--- src/rtl/uart_rx_param.sv ---
// rtl/uart_rx_param.sv - oversampling UART receiver with parity, stop-bit count and break detection
// Optional UART_RX_MAJORITY_EN: 2-of-3 majority sampling around each bit centre.
module uart_rx_param #(
    parameter int DBIT      = 8,
    parameter int S_TICK    = 16,
    parameter int PARITY    = 0,
    parameter int STOP_BITS = 1
) (
    input  logic            clk,
    input  logic            reset_n,
    input  logic            s_tick,
    input  logic            rx,
    output logic [DBIT-1:0] rx_data,
    output logic            rx_done,
    output logic            rx_frame_error,
    output logic            rx_parity_error,
    output logic            rx_break
);
    localparam int TW = $clog2(S_TICK);
    localparam int BW = $clog2(DBIT + 1);
`ifdef UART_RX_MAJORITY_EN
    // One extra tick on the start check shifts every later decision to centre+1.
    localparam int START_LAST = S_TICK / 2;
`else
    localparam int START_LAST = S_TICK / 2 - 1;
`endif
    localparam logic [TW-1:0] TICK_MID  = TW'(START_LAST);
    localparam logic [TW-1:0] TICK_LAST = TW'(S_TICK - 1);
    localparam logic [BW-1:0] BIT_LAST  = BW'(DBIT - 1);
    localparam logic [BW-1:0] STOP_LAST = BW'(STOP_BITS - 1);

    typedef enum logic [2:0] {ST_IDLE, ST_START, ST_DATA, ST_PARITY, ST_STOP} state_t;

    state_t          state_q, state_d;
    logic [TW-1:0]   tick_q, tick_d;
    logic [BW-1:0]   bit_q, bit_d;
    logic [DBIT-1:0] shreg_q, shreg_d;
    logic            par_q, par_d;
    logic            ferr_q, ferr_d;
    logic            sone_q, sone_d;
    logic [DBIT-1:0] data_q, data_d;
    logic            done_q, done_d;
    logic            fe_q, fe_d;
    logic            pe_q, pe_d;
    logic            brk_q, brk_d;
    logic [1:0]      sync_q;
    logic            rx_s;
    logic            samp;
    logic            par_x;

    assign rx_s = sync_q[1];

`ifdef UART_RX_MAJORITY_EN
    logic [1:0] hist_q;
    assign samp = (hist_q[1] & hist_q[0]) | (hist_q[1] & rx_s) | (hist_q[0] & rx_s);
`else
    assign samp = rx_s;
`endif

    assign par_x = ^{shreg_q, par_q};

    always_comb begin
        state_d = state_q;
        tick_d  = tick_q;
        bit_d   = bit_q;
        shreg_d = shreg_q;
        par_d   = par_q;
        ferr_d  = ferr_q;
        sone_d  = sone_q;
        data_d  = data_q;
        done_d  = 1'b0;
        fe_d    = fe_q;
        pe_d    = pe_q;
        brk_d   = brk_q;
        case (state_q)
            ST_IDLE: begin
                if (!rx_s) begin
                    state_d = ST_START;
                    tick_d  = '0;
                    bit_d   = '0;
                    par_d   = 1'b0;
                    ferr_d  = 1'b0;
                    sone_d  = 1'b0;
                end
            end
            ST_START: begin
                if (s_tick) begin
                    if (tick_q == TICK_MID) begin
                        tick_d  = '0;
                        bit_d   = '0;
                        state_d = samp ? ST_IDLE : ST_DATA;
                    end else begin
                        tick_d = tick_q + TW'(1);
                    end
                end
            end
            ST_DATA: begin
                if (s_tick) begin
                    if (tick_q == TICK_LAST) begin
                        tick_d  = '0;
                        shreg_d = {samp, shreg_q[DBIT-1:1]};
                        if (bit_q == BIT_LAST) begin
                            bit_d   = '0;
                            state_d = (PARITY != 0) ? ST_PARITY : ST_STOP;
                        end else begin
                            bit_d = bit_q + BW'(1);
                        end
                    end else begin
                        tick_d = tick_q + TW'(1);
                    end
                end
            end
            ST_PARITY: begin
                if (s_tick) begin
                    if (tick_q == TICK_LAST) begin
                        tick_d  = '0;
                        par_d   = samp;
                        state_d = ST_STOP;
                    end else begin
                        tick_d = tick_q + TW'(1);
                    end
                end
            end
            ST_STOP: begin
                if (s_tick) begin
                    if (tick_q == TICK_LAST) begin
                        tick_d = '0;
                        ferr_d = ferr_q | ~samp;
                        sone_d = sone_q | samp;
                        if (bit_q == STOP_LAST) begin
                            bit_d   = '0;
                            state_d = ST_IDLE;
                            data_d  = shreg_q;
                            done_d  = 1'b1;
                            fe_d    = ferr_q | ~samp;
                            pe_d    = (PARITY == 0) ? 1'b0 : ((PARITY == 1) ? ~par_x : par_x);
                            // Break needs every line sample low, stop bits included.
                            brk_d   = (shreg_q == '0) && !par_q && !(sone_q | samp);
                        end else begin
                            bit_d = bit_q + BW'(1);
                        end
                    end else begin
                        tick_d = tick_q + TW'(1);
                    end
                end
            end
            default: state_d = ST_IDLE;
        endcase
    end

    always_ff @(posedge clk) begin
        if (!reset_n) begin
            sync_q  <= 2'b11;
            state_q <= ST_IDLE;
            tick_q  <= '0;
            bit_q   <= '0;
            shreg_q <= '0;
            par_q   <= 1'b0;
            ferr_q  <= 1'b0;
            sone_q  <= 1'b0;
            data_q  <= '0;
            done_q  <= 1'b0;
            fe_q    <= 1'b0;
            pe_q    <= 1'b0;
            brk_q   <= 1'b0;
        end else begin
            sync_q  <= {sync_q[0], rx};
            state_q <= state_d;
            tick_q  <= tick_d;
            bit_q   <= bit_d;
            shreg_q <= shreg_d;
            par_q   <= par_d;
            ferr_q  <= ferr_d;
            sone_q  <= sone_d;
            data_q  <= data_d;
            done_q  <= done_d;
            fe_q    <= fe_d;
            pe_q    <= pe_d;
            brk_q   <= brk_d;
        end
    end

`ifdef UART_RX_MAJORITY_EN
    always_ff @(posedge clk) begin
        if (!reset_n) begin
            hist_q <= 2'b11;
        end else if (s_tick) begin
            hist_q <= {hist_q[0], rx_s};
        end
    end
`endif

    assign rx_data         = data_q;
    assign rx_done         = done_q;
    assign rx_frame_error  = fe_q;
    assign rx_parity_error = pe_q;
    assign rx_break        = brk_q;
endmodule

--- config.mk ---
export PLATFORM = sky130hd
export DESIGN_NAME = uart_rx_param
export DESIGN_NICKNAME = d
export VERILOG_FILES = /design/src/rtl/uart_rx_param.sv
export SDC_FILE = /design/constraint.sdc
export NUM_CORES = 1
export LEC_CHECK = 0
export CAP_MARGIN = 20
export CORE_ASPECT_RATIO = 1.4
export CORE_UTILIZATION = 50
export DETAILED_ROUTE_END_ITERATION = 7
export PLACE_DENSITY_LB_ADDON = 0.2
export SLEW_MARGIN = 20
export SYNTH_ARGS = -nofsm -noshare
export SYNTH_HDL_FRONTEND = slang
export SYNTH_SLANG_ARGS = --single-unit
--- constraint.sdc ---
create_clock -name clk -period 5.7 [get_ports clk]
set_clock_uncertainty 0.2 [all_clocks]
set_input_delay 1.14 -clock clk [delete_from_list [all_inputs] [get_ports clk]]
set_output_delay 1.14 -clock clk [all_outputs]
set_load 0.02 [all_outputs]
==> flow_metrics.py <==
metrics = {
    "outcome": {
        "status": "completed",
    },
    "cells_and_area": {
        "drive_gt1_share_pct": 4.95,
        "finalInstanceArea_um2": 1900,
        "final_core_util_pct": 59.8,
        "multi_input_area_um2": 907,
        "diodes": 0,
        "layout.cells.non_filler": 241,
        "layout_commonest_cell": "dfxtp_1",
        "nNetsFinal": 209,
        "layout_common_cells": "dfxtp_1, nor2_1, mux2i_1",
        "regArea_um2": 701,
        "fillCellCount": 307,
        "area_delta_synth_final_pct": 11.6,
    },
    "logic_synthesis": {
        "synth.cell_area_um2": 1710,
        "synth_compound_area_share_pct": 14.1,
        "synthCells": 196,
        "ys.flop_type": "dfxtp_1",
        "ys_warn_count": 0,
        "ys_types": 46,
        "yosys.area_share.adder_pct": 2.20,
        "synth_top_family_by_area": "simple AND/OR/NAND/NOR gates",
        "synth-edff-count": 0,
        "synthMuxAreaShare_pct": 9.98,
        "synth-seq-cells": 35,
        "yosys.area_share.simple_pct": 24.7,
        "yosysSeqAreaShare_pct": 41.1,
        "syn_nets": 203,
        "yosys.area_share.xor_xnor_pct": 2.05,
        "async_flop_share_pct": 0,
        "syn_area_per_cell_um2": 8.70,
    },
    "global_route": {
        "grt_pass1_vias": 1280,
        "grt-ovfl-total": 0,
        "grtUsageTotal_pct": 20.3,
        "grt_pass1_wl_um": 5560,
        "grt_max_degree": 31,
        "antenna_found_initial": 0,
    },
    "clock_tree": {
        "cts_max_level": 2,
        "clock_latency_ps": 280,
        "clockRootBuffer": "clkbuf_8",
        "cts.clk_slew.worst_paths_ps": 70,
        "tritoncts": "yes",
        "cts_buffer_depth": 2,
        "cts_made_buffers": 5,
        "cts.sinks": 35,
        "hold_buffers": 0,
        "cts_resized": 0,
        "post_cts_buffers": 0,
    },
    "pwr": {
        "fin_total_pwr_mw": 0.524,
        "power_leakage_nw": 0.719,
        "ir_drop_mv": 0.163,
        "pwr_density_cell_nw_per_um2": 275,
    },
    "critical_path": {
        "slowest_delay_ps": 550,
        "timing.rr.start": "state_q[0]",
        "critPathKind": "in -> reg",
        "crit_path_end_kind": "flip-flop",
        "path_cells": "clkdlybuf4s50_1 > nand4_1 > a31oi_1 > o2111ai_1 > o31ai_1 > nor2_1",
        "crit_fanout": 7,
        "crit_start": "s_tick",
        "worstPathRequired_ps": 5670,
        "crit_slowest_cell": "clkdlybuf4s50_1",
        "crit_path_start_kind": "primary input",
        "cp.arrival_ps": 3060,
    },
    "timing": {
        "setup_viol": 0,
        "post-route-period-util_pct": 54.3,
        "setup_slack_ps": 2600,
        "max_slew_margin_pct": 40.5,
        "final.setup.tns_ps": 0,
        "rsz0062_at_grt": "no",
        "fmax_ghz": 0.323,
        "fin_crit_ps": 3100,
        "tightest_slew_ps": 891,
        "drv_slew": 0,
        "hold-worst-slack_ps": 229,
        "finalHoldViolCount": 0,
    },
    "floorplan": {
        "die_h_um": 71.1,
        "io_pins": 16,
        "fp.dieW_um": 51.4,
        "core_um2": 3180,
        "dieArea_um2": 3650,
        "start_util_pct": 53.6,
        "fp-row-count": 24,
    },
    "place": {
        "dpl_cell_area_um2": 1820,
        "portBuffers": 14,
        "place_ws_ps": 2350,
        "place_inst": 234,
        "dp.final_hpwl_um": 2280,
        "finalWeightedCongestion": 0.845,
    },
    "routing": {
        "wl_per_cell_um": 13.5,
        "routed_wl_um": 3250,
        "first_pass_iters": 6,
        "drt_iter0_markers": 43,
        "drc": 0,
        "vias_per_cell": 5.69,
        "ant_nets": 0,
        "num_vias": 1372,
    },
    "min_path": {
        "hp-class": "reg -> reg",
        "holdCritStartpoint": "sync_q[0]",
    },
    "run": {
        "drv_cap": 0,
    },
}
==> layer usage <==
| metal | track usage (%) | wire, µm | part of all wire [%] |
|---|---|---|---|
| met5 | 0 | 0 | 0 |
| met3 | 4.52 | 84 | 2.6 |
| met1 | 23.2 | 1380 | 42 |
| met2 | 34.2 | 1710 | 53 |
| met4 | 10.8 | 76 | 2.3 |
==> where the power goes <==
| group | switching [mW] | internal (mW) |
|---|---|---|
| combinational | 0.0448 | 0.0317 |
| clock | 0.0836 | 0.0947 |
| sequential | 0.0196 | 0.250 |
==> worst max-delay path: cells and delay by family <==
kind / cells / cell delay [ps]
buffers and inverters: 1 / 550
AO/OA/AOI/OAI: 3 / 1020
AND/OR/NAND/NOR: 2 / 360
==> final cells by class <==
type	count	area share (%)
Sequential cell	35	36.8
Multi-Input combinational cell	141	47.7
Timing Repair Buffer	14	7.36
Clock inverter	1	0.263
Inverter	5	0.986
Tap cell	39	2.56
Clock buffer	6	4.34
==> sequential cells by signal, indices dropped and copies added (netlist names) <==
name / count
tick_q: 4
rx_done: 1
shreg_q: 8
rx_data: 8
sync_q: 2
sone_q: 1
state_q: 3
ferr_q: 1
rx_break: 1
rx_frame_error: 1
bit_q: 4
par_q: 1
==> cell usage after synthesis, types with 3 or more instances <==
master	number	area share (%)
dfxtp_1	35	41
nor2_1	29	6.4
mux2i_1	17	10
a21oi_1	11	3.2
nand2_1	10	2.2
nand3_1	9	2.6
buf_2	6	1.8
clkbuf_1	6	1.3
o21ai_1	6	1.8
inv_1	5	1.1
nand2b_1	4	1.5
nor2b_1	4	1.5
a31oi_1	3	1.1
ha_1	3	2.2
==> cells by family after synthesis <==
group	count (synthesis)
multiplexers	17
AND/OR/NAND/NOR	79
AO/OA/AOI/OAI	37
XOR/XNOR	4
adder cells (fa/ha/maj)	3
other	1
flip-flops	35
buffers and inverters	20
==> worst paths after layout <==
path | end | slack (ps) | cells after the start
setup / recovery | sone_q | 2600 | 6
hold / removal | sync_q[1] | 230 | 1
setup reg to reg | tick_q[3] | 3250 | 5
hold reg to reg | sync_q[1] | 230 | 1
(Power assumes the default switching activity.)
